<file path="src/rtl/cmp_arbiter.sv">
// Two-requester round-robin arbiter sharing one 4-bit unsigned comparator (IDLE/EXEC/RESP).
// Define CMP_ARB_CNT_EN to add the saturating per-requester completion counters cnt0/cnt1.
module cmp_arbiter #(
    parameter int WIDTH = 4
) (
    input  logic             CLOCK_50,
    input  logic             rst,
    input  logic             req0,
    input  logic [WIDTH-1:0] a0,
    input  logic [WIDTH-1:0] b0,
    input  logic [1:0]       op0,
    output logic             gnt0,
    output logic             done0,
    output logic [WIDTH-1:0] res0,
    input  logic             req1,
    input  logic [WIDTH-1:0] a1,
    input  logic [WIDTH-1:0] b1,
    input  logic [1:0]       op1,
    output logic             gnt1,
    output logic             done1,
    output logic [WIDTH-1:0] res1,
`ifdef CMP_ARB_CNT_EN
    output logic [7:0]       cnt0,
    output logic [7:0]       cnt1,
`endif
    output logic             busy
);

    typedef enum logic [1:0] {
        IDLE = 2'd0,
        EXEC = 2'd1,
        RESP = 2'd2
    } state_t;

    state_t           state_q, state_d;
    logic             sel_q;
    logic             last_q;
    logic             grant_sel;
    logic             any_req;
    logic [WIDTH-1:0] a_q, b_q;
    logic [1:0]       op_q;
    logic [WIDTH-1:0] res0_q, res1_q;
    logic [WIDTH-1:0] alu_res;

    function automatic logic [WIDTH-1:0] cmp_op(input logic [WIDTH-1:0] a,
                                                input logic [WIDTH-1:0] b,
                                                input logic [1:0]       op);
        logic [WIDTH-1:0] r;
        case (op)
            2'b00:   r = {{(WIDTH-1){1'b0}}, (a == b)};
            2'b01:   r = {{(WIDTH-1){1'b0}}, (a > b)};
            2'b10:   r = {{(WIDTH-1){1'b0}}, (a <= b)};
            default: r = (a >= b) ? a : b;
        endcase
        return r;
    endfunction

    assign any_req = req0 | req1;
    // On a tie the requester that did not win last time gets the unit.
    assign grant_sel = (req0 && req1) ? ~last_q : req1;
    assign alu_res   = cmp_op(a_q, b_q, op_q);

    always_comb begin
        state_d = state_q;
        case (state_q)
            IDLE:    if (any_req) state_d = EXEC;
            EXEC:    state_d = RESP;
            RESP:    state_d = IDLE;
            default: state_d = IDLE;
        endcase
    end

    always_ff @(posedge CLOCK_50) begin
        if (rst) begin
            state_q <= IDLE;
            sel_q   <= 1'b0;
            last_q  <= 1'b1;
            a_q     <= '0;
            b_q     <= '0;
            op_q    <= 2'b00;
            res0_q  <= '0;
            res1_q  <= '0;
        end else begin
            state_q <= state_d;
            if (state_q == IDLE && any_req) begin
                sel_q  <= grant_sel;
                last_q <= grant_sel;
                a_q    <= grant_sel ? a1  : a0;
                b_q    <= grant_sel ? b1  : b0;
                op_q   <= grant_sel ? op1 : op0;
            end
            if (state_q == EXEC) begin
                if (sel_q) res1_q <= alu_res;
                else       res0_q <= alu_res;
            end
        end
    end

`ifdef CMP_ARB_CNT_EN
    logic [7:0] cnt0_q, cnt1_q;

    always_ff @(posedge CLOCK_50) begin
        if (rst) begin
            cnt0_q <= 8'd0;
            cnt1_q <= 8'd0;
        end else if (state_q == RESP) begin
            if (!sel_q && cnt0_q != 8'hFF) cnt0_q <= cnt0_q + 8'd1;
            if ( sel_q && cnt1_q != 8'hFF) cnt1_q <= cnt1_q + 8'd1;
        end
    end

    assign cnt0 = cnt0_q;
    assign cnt1 = cnt1_q;
`endif

    assign gnt0  = (state_q == EXEC) && !sel_q;
    assign gnt1  = (state_q == EXEC) &&  sel_q;
    assign done0 = (state_q == RESP) && !sel_q;
    assign done1 = (state_q == RESP) &&  sel_q;
    assign res0  = res0_q;
    assign res1  = res1_q;
    assign busy  = (state_q != IDLE);

endmodule
</file>
<file path="config.mk">
export PLATFORM = sky130hd
export DESIGN_NAME = cmp_arbiter
export DESIGN_NICKNAME = d
export VERILOG_FILES = /design/src/rtl/cmp_arbiter.sv
export SDC_FILE = /design/constraint.sdc
export NUM_CORES = 1
export LEC_CHECK = 0
export CORE_UTILIZATION = 41
export CTS_CLUSTER_DIAMETER = 100
export DETAILED_ROUTE_END_ITERATION = 6
export GPL_ROUTABILITY_DRIVEN = 0
export PLACE_DENSITY = 0.75
export REMOVE_ABC_BUFFERS = 1
export SETUP_SLACK_MARGIN = 0.2
export SYNTH_ARGS = -nofsm -noshare
export SYNTH_HDL_FRONTEND = slang
export SYNTH_SLANG_ARGS = --single-unit
</file>
<file path="constraint.sdc">
create_clock -name CLOCK_50 -period 1.66 [get_ports CLOCK_50]
set_clock_uncertainty 0.2 [all_clocks]
set_input_delay 0.415 -clock CLOCK_50 [delete_from_list [all_inputs] [get_ports CLOCK_50]]
set_output_delay 0.415 -clock CLOCK_50 [all_outputs]
set_load 0.1 [all_outputs]
</file>
==> results of run 1 <==
synth_stat cells:
cell / number
inv_1: 7
a21boi_1: 1
nor2_1: 18
buf_2: 1
clkbuf_1: 4
dfxtp_1: 22
clkbuf_2: 1
nor3b_1: 2
ha_1: 4
or3_1: 1
mux2i_1: 13
or2_1: 1
nor2_2: 1
o211a_4: 1
a21oi_2: 1
nand3b_1: 5
o21ai_0: 1
nand4_1: 1
nor2_4: 1
a22oi_1: 1
buf_4: 1
nor2b_4: 1
o22ai_1: 1
nand2_1: 1
nor4_1: 1
o211ai_1: 1
a31oi_1: 1
o41ai_1: 2
o32ai_1: 3
o41ai_2: 1
nand2_2: 1
a211oi_1: 12
nor4b_2: 1
a311oi_1: 1
a21oi_1: 2
or2_2: 1
nand2b_1: 4
power groups by stage:
stage / Combinational, mW / Clock, mW / Sequential, mW
floorplan: 0.331 / 0 / 0.634
global placement: 0.567 / 0 / 0.610
detailed placement: 0.581 / 0 / 0.612
CTS: 0.685 / 0.303 / 0.614
global route: 0.808 / 0.338 / 0.625
finish: 0.768 / 0.317 / 0.621
what timing repair did:
item                                   4_1_cts  5_1_grt
gates cloned                                 2        1
setup buffers                                9        7
resized for setup                           41       18
pin swaps                                   17       21
setup endpoints to repair                   31       33
endpoints found under the hold margin        0        0
layout make-up:
type | instances | area [µm²] | area share [%]
multi-input combinational | 86 | 802 | 37.2
sequential | 22 | 465 | 21.6
clock buffer | 4 | 36.3 | 1.68
timing repair buffer | 73 | 788 | 36.5
tap | 30 | 37.5 | 1.74
inverter | 7 | 28.8 | 1.33
final timing paths:
check	to	slack [ps]	depth (start not counted)
hold reg to reg	res0[0]	350	2
hold / removal	res0[0]	350	2
setup / recovery	res1[1]	-330	7
setup reg to reg	res1[1]	-330	7
logic make-up (layout without fill, tap and decap cells):
kind of cell,Yosys count,after routing,synth area share (%)
AO/OA/AOI/OAI,29,29,20.5
adder cells (fa/ha/maj),4,4,4.36
buffers and inverters,14,84,5.12
flip-flops,22,22,38.4
multiplexers,13,13,11.3
AND/OR/NAND/NOR,40,40,20.3
layer usage:
layer | global-route usage, % | part of all wire (%)
met1 | 28.0 | 41
met2 | 40.4 | 52
met3 | 2.46 | 4.1
met4 | 10.0 | 2.9
met5 | 0 | 0
worst min-delay path, cell delays in order (launching register included):
cell      delay, ps
dfxtp_2         360
nor2_1          110
a211oi_1         60
state kept, by name, summed over array words and instances, names as in the netlist:
signal	count
b_q	4
res0	4
op_q	2
last_q	1
sel_q	1
a_q	4
state_q	2
res1	4
stage by stage:
stage	hold WS [ps]	area, µm²	instances
2_1_floorplan	273	1110	115
3_3_place_gp	313	1780	199
3_5_place_dp	324	1780	199
4_1_cts	339	2030	214
5_1_grt	360	2160	222
6_report	353	2160	222
==> flow_metrics.tcl, run 1 <==
set metrics [dict create \
    drtPass1Iterations 5 \
    seqPwrFrac_pct 36.4 \
    p_leak_nw 0.881 \
    die_h_um 54.9 \
    htreeDepth 1 \
    core_area_um2 2570 \
    grt_pass1_wl_um 4840 \
    clkPwrFrac_pct 18.6 \
    setup_ws_ps -327 \
    cts.clk_slew.worst_paths_ps 140 \
    die-area_um2 3010 \
    yosysSeqAreaShare_pct 38.4 \
    fin_crit_sh_pct 120 \
    setup_tns_ps -3560 \
    p_switching_mw 0.624 \
    filler_cell_count 142 \
    via_count 1254 \
    final_common_cell "buf_4" \
    drive_gt1_share_pct 54.2 \
    ys_types 37 \
    critPathCaptureType "flop" \
    finalPower_mw 1.71 \
    finalMaxSlewViolations 0 \
    grt-ovfl-total 0 \
    ys_warn_count 0 \
    yosys.area.top_type "dfxtp_1" \
    rr_startpoint "b_q[3]" \
    vdd.ir_drop.worst_uv 647 \
    crit_fanout 4 \
    final_core_util_pct 84.1 \
    synth_top_area_share_pct 38.4 \
    cpLargestDelayFamily "simple AND/OR/NAND/NOR gates" \
    intPower_mw 1.08 \
    die_width_um 54.9 \
    cp.arrival_ps 2000 \
    cts_root_buf "clkbuf_4" \
    drv_cap 0 \
    crit_type "reg2reg" \
    cts.hold.buffers_added 0 \
    diodes 0 \
    antenna_found_initial 0 \
    crit_chain "inv_2 -> ha_4 -> nand4_1 -> nand2_2 -> nor2_4 -> mux2i_2 -> o41ai_2" \
    dpl.hpwl_um 1950 \
    clock_latency_ps 330 \
    ys_ff_latch 22 \
    outcome "complete, but fails checks" \
    fmaxAchievable_ghz 0.503 \
    syn_avg_cell_area_um2 9.40 \
    crit_slowest_cell "dfxtp_2" \
    place_ws_ps -310 \
    min_period_ps 1990 \
    post-route-drc-count 0 \
    grtUsageTotal_pct 22.9 \
    hp-start "res0[0]" \
    rsz0062_at_grt "true" \
    synth_cells 122 \
    cts_tree "built" \
    setup_violations 14 \
    p_sw_share_pct 36.6 \
    finalNetCount 221 \
    drt_wl_total_um 3850 \
    clock_sinks 22 \
    synth_area_um2 1150 \
    cts_max_path_buffers 2 \
    finalHoldViolations 0 \
    critPathBufInv 1 \
    grt_pass1_vias 1078 \
    grt_max_degree 26 \
    ant_nets 0 \
    required_ps 1680 \
    drt-initial-drc-count 25 \
    start_kind "flop" \
    tightest_slew_ps 324 \
    vias_per_cell 5.65 \
    p_comb_share_pct 45.0 \
    hp-class "reg2reg" \
    synth.area.top_cells "dfxtp_1 38%, mux2i_1 11%, a211oi_1 7.9%, nor2_1 5.9%, ha_1 4.4%" \
    slew_headroom_pct 78.2 \
    startpoint "b_q[3]" \
    initial_core_util_pct 44.7 \
    row_count 18 \
    layout_common_cells "33 x buf_4, 21 x clkdlybuf4s50_1, 15 x nor2_1" \
    cts_buffers 3 \
    area_growth_syn_to_layout_pct 88.1 \
    powerDensity_nw_per_um2 790 \
    route.detailed.wl_per_inst_um 17.3 \
    critical-path-max-stage-delay_ps 370 \
    ios 37 \
    io_buffers 36 \
    violations "setup timing" \
]
Note: power is estimated with default switching activity, not from simulation.
==> run 2, diff against run 1 <==
GPL_TIMING_DRIVEN = 0   (was unset)
==> run 2 against run 1 <==
Effect of this change: the run still ends with setup timing left; non-clock buffer count is 14 lower; wire length up 2.9%; final area decreased by 3.4%; highest routed layer unchanged; critical path type unchanged; largest cell class unchanged; clock power down 19%; flip-flop and latch count unchanged; register-to-register slack lost 60 ps; total power is 0.60% lower; die area did not move; utilization down 2.9 points; first-iteration DRC count is 16% lower; clock-buffer cell count down 1; fmax decreased by 3.1%.
==> flow_metrics.tcl, run 2 (synthesis results as in run 1) <==
set metrics [dict create \
    rr_startpoint "b_q[3]" \
    die_width_um 54.9 \
    cts_max_path_buffers 2 \
    row_count 18 \
    clock_sinks 22 \
    cts.clk_slew.worst_paths_ps 120 \
    tightest_slew_ps 939 \
    hp-class "reg2reg" \
    die_h_um 54.9 \
    post-route-drc-count 0 \
    grt_pass1_vias 1102 \
    final_cell_count_no_fill 210 \
    grt-ovfl-total 0 \
    vdd.ir_drop.worst_uv 659 \
    ios 37 \
    initial_core_util_pct 44.7 \
    start_kind "flop" \
    route.detailed.wl_per_inst_um 18.9 \
    rsz0062_at_grt "true" \
    outcome "complete, but fails checks" \
    vias_per_cell 6.04 \
    finalHoldWorstSlack_ps 323 \
    core_area_um2 2570 \
    diodes 0 \
    via_count 1268 \
    cp.arrival_ps 2030 \
    critPathCaptureType "flop" \
    p_sw_share_pct 38.2 \
    die-area_um2 3010 \
    hold_end "a_q[0]" \
    required_ps 1640 \
    io_buffers 36 \
    fin_crit_sh_pct 123 \
    min_period_ps 2050 \
    cts_root_buf "clkbuf_4" \
    cpLargestDelayFamily "simple AND/OR/NAND/NOR gates" \
    drt-initial-drc-count 21 \
    p_comb_share_pct 47.9 \
    clock_latency_ps 320 \
    setup_violations 15 \
    cts_buffers 3 \
    critical-path-max-stage-delay_ps 370 \
    final_common_cell "clkdlybuf4s50_1" \
    crit_type "reg2reg" \
    finalNetCount 210 \
    critPathBufInv 1 \
    fmaxAchievable_ghz 0.488 \
    drtPass1Iterations 4 \
    cts_tree "built" \
    intPower_mw 1.05 \
    p_switching_mw 0.648 \
    hp-start "a_q[0]" \
    seqPwrFrac_pct 37.0 \
    dp.cells 181 \
    rr_worst_depth 7 \
    whs_path_depth 2 \
    setup_ws_ps -390 \
    drv_cap 0 \
    area_growth_syn_to_layout_pct 81.7 \
    powerDensity_nw_per_um2 813 \
    drt_wl_total_um 3960 \
    rrSetupSlack_ps -390 \
    dpl.hpwl_um 1800 \
    crit_slowest_cell "dfxtp_2" \
    antenna_found_initial 0 \
    p_leak_nw 0.791 \
    r2r-end "res1[0]" \
    crit_fanout 4 \
    grt_max_degree 27 \
    finalMaxSlewViolations 0 \
    grt_pass1_wl_um 5140 \
    violations "setup timing" \
    finalHoldViolations 0 \
    htreeDepth 1 \
    slew_headroom_pct 37.4 \
    layout_common_cells "20 x clkdlybuf4s50_1, 18 x buf_4, 15 x dfxtp_2" \
    drive_gt1_share_pct 55.6 \
    grtUsageTotal_pct 25.0 \
    ant_nets 0 \
    crit_chain "inv_2 -> ha_4 -> nand4_1 -> nand2_2 -> nor4b_2 -> nor4_2 -> a211oi_1" \
    clkPwrFrac_pct 15.1 \
]
-- run 2: cell count changes in the layout (fill, tap and decap cells not counted), moves of 3 or more --
cell,previous run,this run
buf_4,33,18
dlygate4sd2_1,0,3
nor2_1,15,10
nor2_2,1,6
nor2_4,4,7
-- run 2: layer usage --
layer	wire length, µm	vias to the layer above	GRT usage (%)
met3	226	16	6.01
met4	130	0	12.5
li1	-	572	-
met5	0	-	0
met1	1450	616	26.6
met2	2150	64	45.6
-- run 2: area by class of cell --
| cell class | count | area, µm² |
|---|---|---|
| Clock buffer | 3 | 22.5 |
| Fill cell | 144 | 483 |
| Inverter | 7 | 33.8 |
| Multi-Input combinational cell | 89 | 851 |
| Sequential cell | 22 | 470 |
| Tap cell | 30 | 37.5 |
| Timing Repair Buffer | 59 | 669 |
-- run 2: what timing repair did --
action | CTS | global route
pin swaps | 20 | 15
cloned | 2 | 1
buffers inserted | 16 | 7
endpoints found under the setup margin | 35 | 32
hold buffers | 0 | 0
gates resized for setup | 168 | 18
-- run 2: worst max path at each step --
stage                     endpoint  slack, ps  startpoint  cells after the start
after floorplan              done1      -1570       sel_q                      2
after global placement      a_q[3]      -1030        req1                      4
after detailed placement   op_q[0]      -1140        req1                      4
after CTS                     gnt1       -260  state_q[1]                      4
after global routing       res1[0]       -540      b_q[3]                      7
final                      res1[0]       -390      b_q[3]                      7
-- run 2: metrics by stage --
step	util [%]	setup slack (ps)	TNS, ps	instance area, µm²	total power, mW
6_report	81.2	-390	-3890	2080	1.70
4_1_cts	76.3	-261	-2420	1960	1.55
3_3_place_gp	58.9	-1030	-22800	1510	1.09
2_1_floorplan	-	-1570	-14030	1110	0.965
5_1_grt	81.2	-542	-5280	2080	1.77
3_5_place_dp	58.9	-1140	-24620	1510	1.11
-- run 2: power by group through the flow --
stage	Combinational, mW	Clock [mW]	Sequential, mW
2_1_floorplan	0.331	0	0.634
3_3_place_gp	0.479	0	0.611
3_5_place_dp	0.494	0	0.614
4_1_cts	0.682	0.254	0.618
5_1_grt	0.851	0.292	0.631
6_report	0.812	0.256	0.627
-- run 2: worst reg2reg max path: cells and delay by family (launching register included) --
family	cells	cell delay, ps
adders and majority gates	1	290
buffers and inverters	1	50
AOI/OAI and AO/OA	1	120
and+or+nand+nor	4	870
DFF	1	370
==> run 3, diff against run 2 <==
CORE_UTILIZATION = 48   (was 41)
PLACE_DENSITY = 0.83   (was 0.75)
SETUP_SLACK_MARGIN = 0.02   (was 0.2)
clock period = 2.5 ns   (was 1.66 ns; I/O delays follow)
==> run 3 against run 2 <==
Effect of this change: worst setup slack better by 500 ps; clock power is 40% lower; the flow now finishes without violations; first-iteration DRC count shrank 62%; cell count down 13%; global-route usage shrank 4.4 points; critical path type is now reg2out; hold slack lost 29 ps.
==> flow_metrics.tcl, run 3 (synthesis results as in run 1) <==
set metrics [dict create \
    outcome "finished, final reports clean" \
    drv_cap 0 \
    die_h_um 50.9 \
    cts.clk_slew.worst_paths_ps 110 \
    seqCellArea_um2 440 \
    cts_max_path_buffers 2 \
    tightest_slew_ps 957 \
    critical-path-max-stage-delay_ps 580 \
    cts_tree "built" \
    rsz0062_at_grt "true" \
    powerDensity_nw_per_um2 571 \
    cp.arrival_ps 1570 \
    ant_nets 0 \
    ios 37 \
    setup_ws_ps 108 \
    critPathCaptureType "primary output" \
    grtUsageTotal_pct 20.6 \
    dp.cells 179 \
    die_width_um 50.9 \
    grt_pass1_wl_um 4020 \
    place_ws_ps -433 \
    crit_fanout 5 \
    startpoint "sel_q" \
    fin_crit_sh_pct 95.7 \
    multi_input_area_um2 657 \
    p_leak_nw 0.617 \
    slew_headroom_pct 36.5 \
    crit_chain "inv_1 -> nor3b_1 -> clkdlybuf4s15_2" \
    grt-ovfl-total 0 \
    area_growth_syn_to_layout_pct 34.0 \
    rr_startpoint "b_q[3]" \
    core_area_um2 2230 \
    route.detailed.wl_per_inst_um 12.4 \
    critPathBufInv 2 \
    setup_violations 0 \
    finalHoldWorstSlack_ps 294 \
    final_cell_count_no_fill 182 \
    initial_core_util_pct 51.4 \
    io_buffers 36 \
    diodes 0 \
    start_kind "flop" \
    fmaxAchievable_ghz 0.418 \
    row_count 17 \
    drive_gt1_share_pct 13.0 \
    rrSetupSlack_ps 420 \
    crit_type "reg2out" \
    finalMaxSlewViolations 0 \
    vdd.ir_drop.worst_uv 396 \
    htreeDepth 1 \
    cts.hold.buffers_added 0 \
    finalHoldViolations 0 \
    grt_pass1_vias 921 \
    post-route-drc-count 0 \
    via_count 995 \
    die-area_um2 2590 \
    hp-class "reg2reg" \
    finalNetCount 184 \
    cts_setup_buffers 0 \
    cts_buffers 3 \
    dpl.hpwl_um 1800 \
    cpLargestDelayFamily "buffers and inverters" \
    clock_sinks 22 \
    layout_common_cells "23 x clkdlybuf4s50_1, 22 x dfxtp_1, 16 x nor2_1" \
    drt_wl_total_um 2270 \
    antenna_found_initial 0 \
    required_ps 1670 \
    drtPass1Iterations 4 \
    crit_slowest_cell "clkdlybuf4s15_2" \
    vias_per_cell 5.47 \
    cts_root_buf "clkbuf_4" \
    drt-initial-drc-count 8 \
    finalPower_mw 0.879 \
    clock_latency_ps 300 \
    filler_cell_count 174 \
    grt_max_degree 27 \
    hp-start "res0[1]" \
    final_common_cell "clkdlybuf4s50_1" \
    min_period_ps 2390 \
]
## run 3: cell count changes in the layout (fill, tap and decap cells not counted), moves of 7 or more
cell,change
buf_12,-12
buf_4,-17
dfxtp_1,+18
dfxtp_2,-15
inv_1,+7
## run 3: area by class of cell
class | instances | share of cell area (%)
Clock buffer | 3 | 1.46
Tap cell | 28 | 2.28
Multi-Input combinational cell | 86 | 42.7
Timing Repair Buffer | 36 | 23.2
Inverter | 7 | 1.71
Sequential cell | 22 | 28.6
## run 3: timing repair
item,4_1_cts,5_1_grt
gates resized for setup,32,4
setup endpoints to repair,23,12
cloned,0,0
## run 3: metrics by stage
step,TNS (ps),utilization [%],area [µm²]
floorplan,-2030,-,1110
CTS,0,68.3,1530
detailed placement,-5450,67.6,1510
finish,0,68.9,1540
global placement,-4670,67.6,1510
global route,0,68.9,1540
## run 3: final timing paths
check | end | depth (start not counted)
max | done1 | 3
min | res0[1] | 2
max reg2reg | res0[0] | 7
min reg2reg | res0[1] | 2
## run 3: worst reg2reg max path, cell delays in order (launching register included)
cell and delay [ps]:
dfxtp_1 390, inv_1 70, ha_1 360, nand4_1 200
nand2_2 160, nor4b_2 60, nor4_1 370, a211oi_1 130
## run 3: power breakdown
group          leakage [nW]  switching (mW)  total [mW]  internal [mW]
Combinational         0.422           0.191       0.325          0.134
Sequential            0.181          0.0231       0.401          0.378
Clock                0.0138          0.0971       0.153         0.0562
## run 3: routing by layer
layer,track usage [%],wire length [µm]
met5,0,0
met1,25.1,1010
met3,3.57,94
met2,35.8,1130
met4,8.33,34
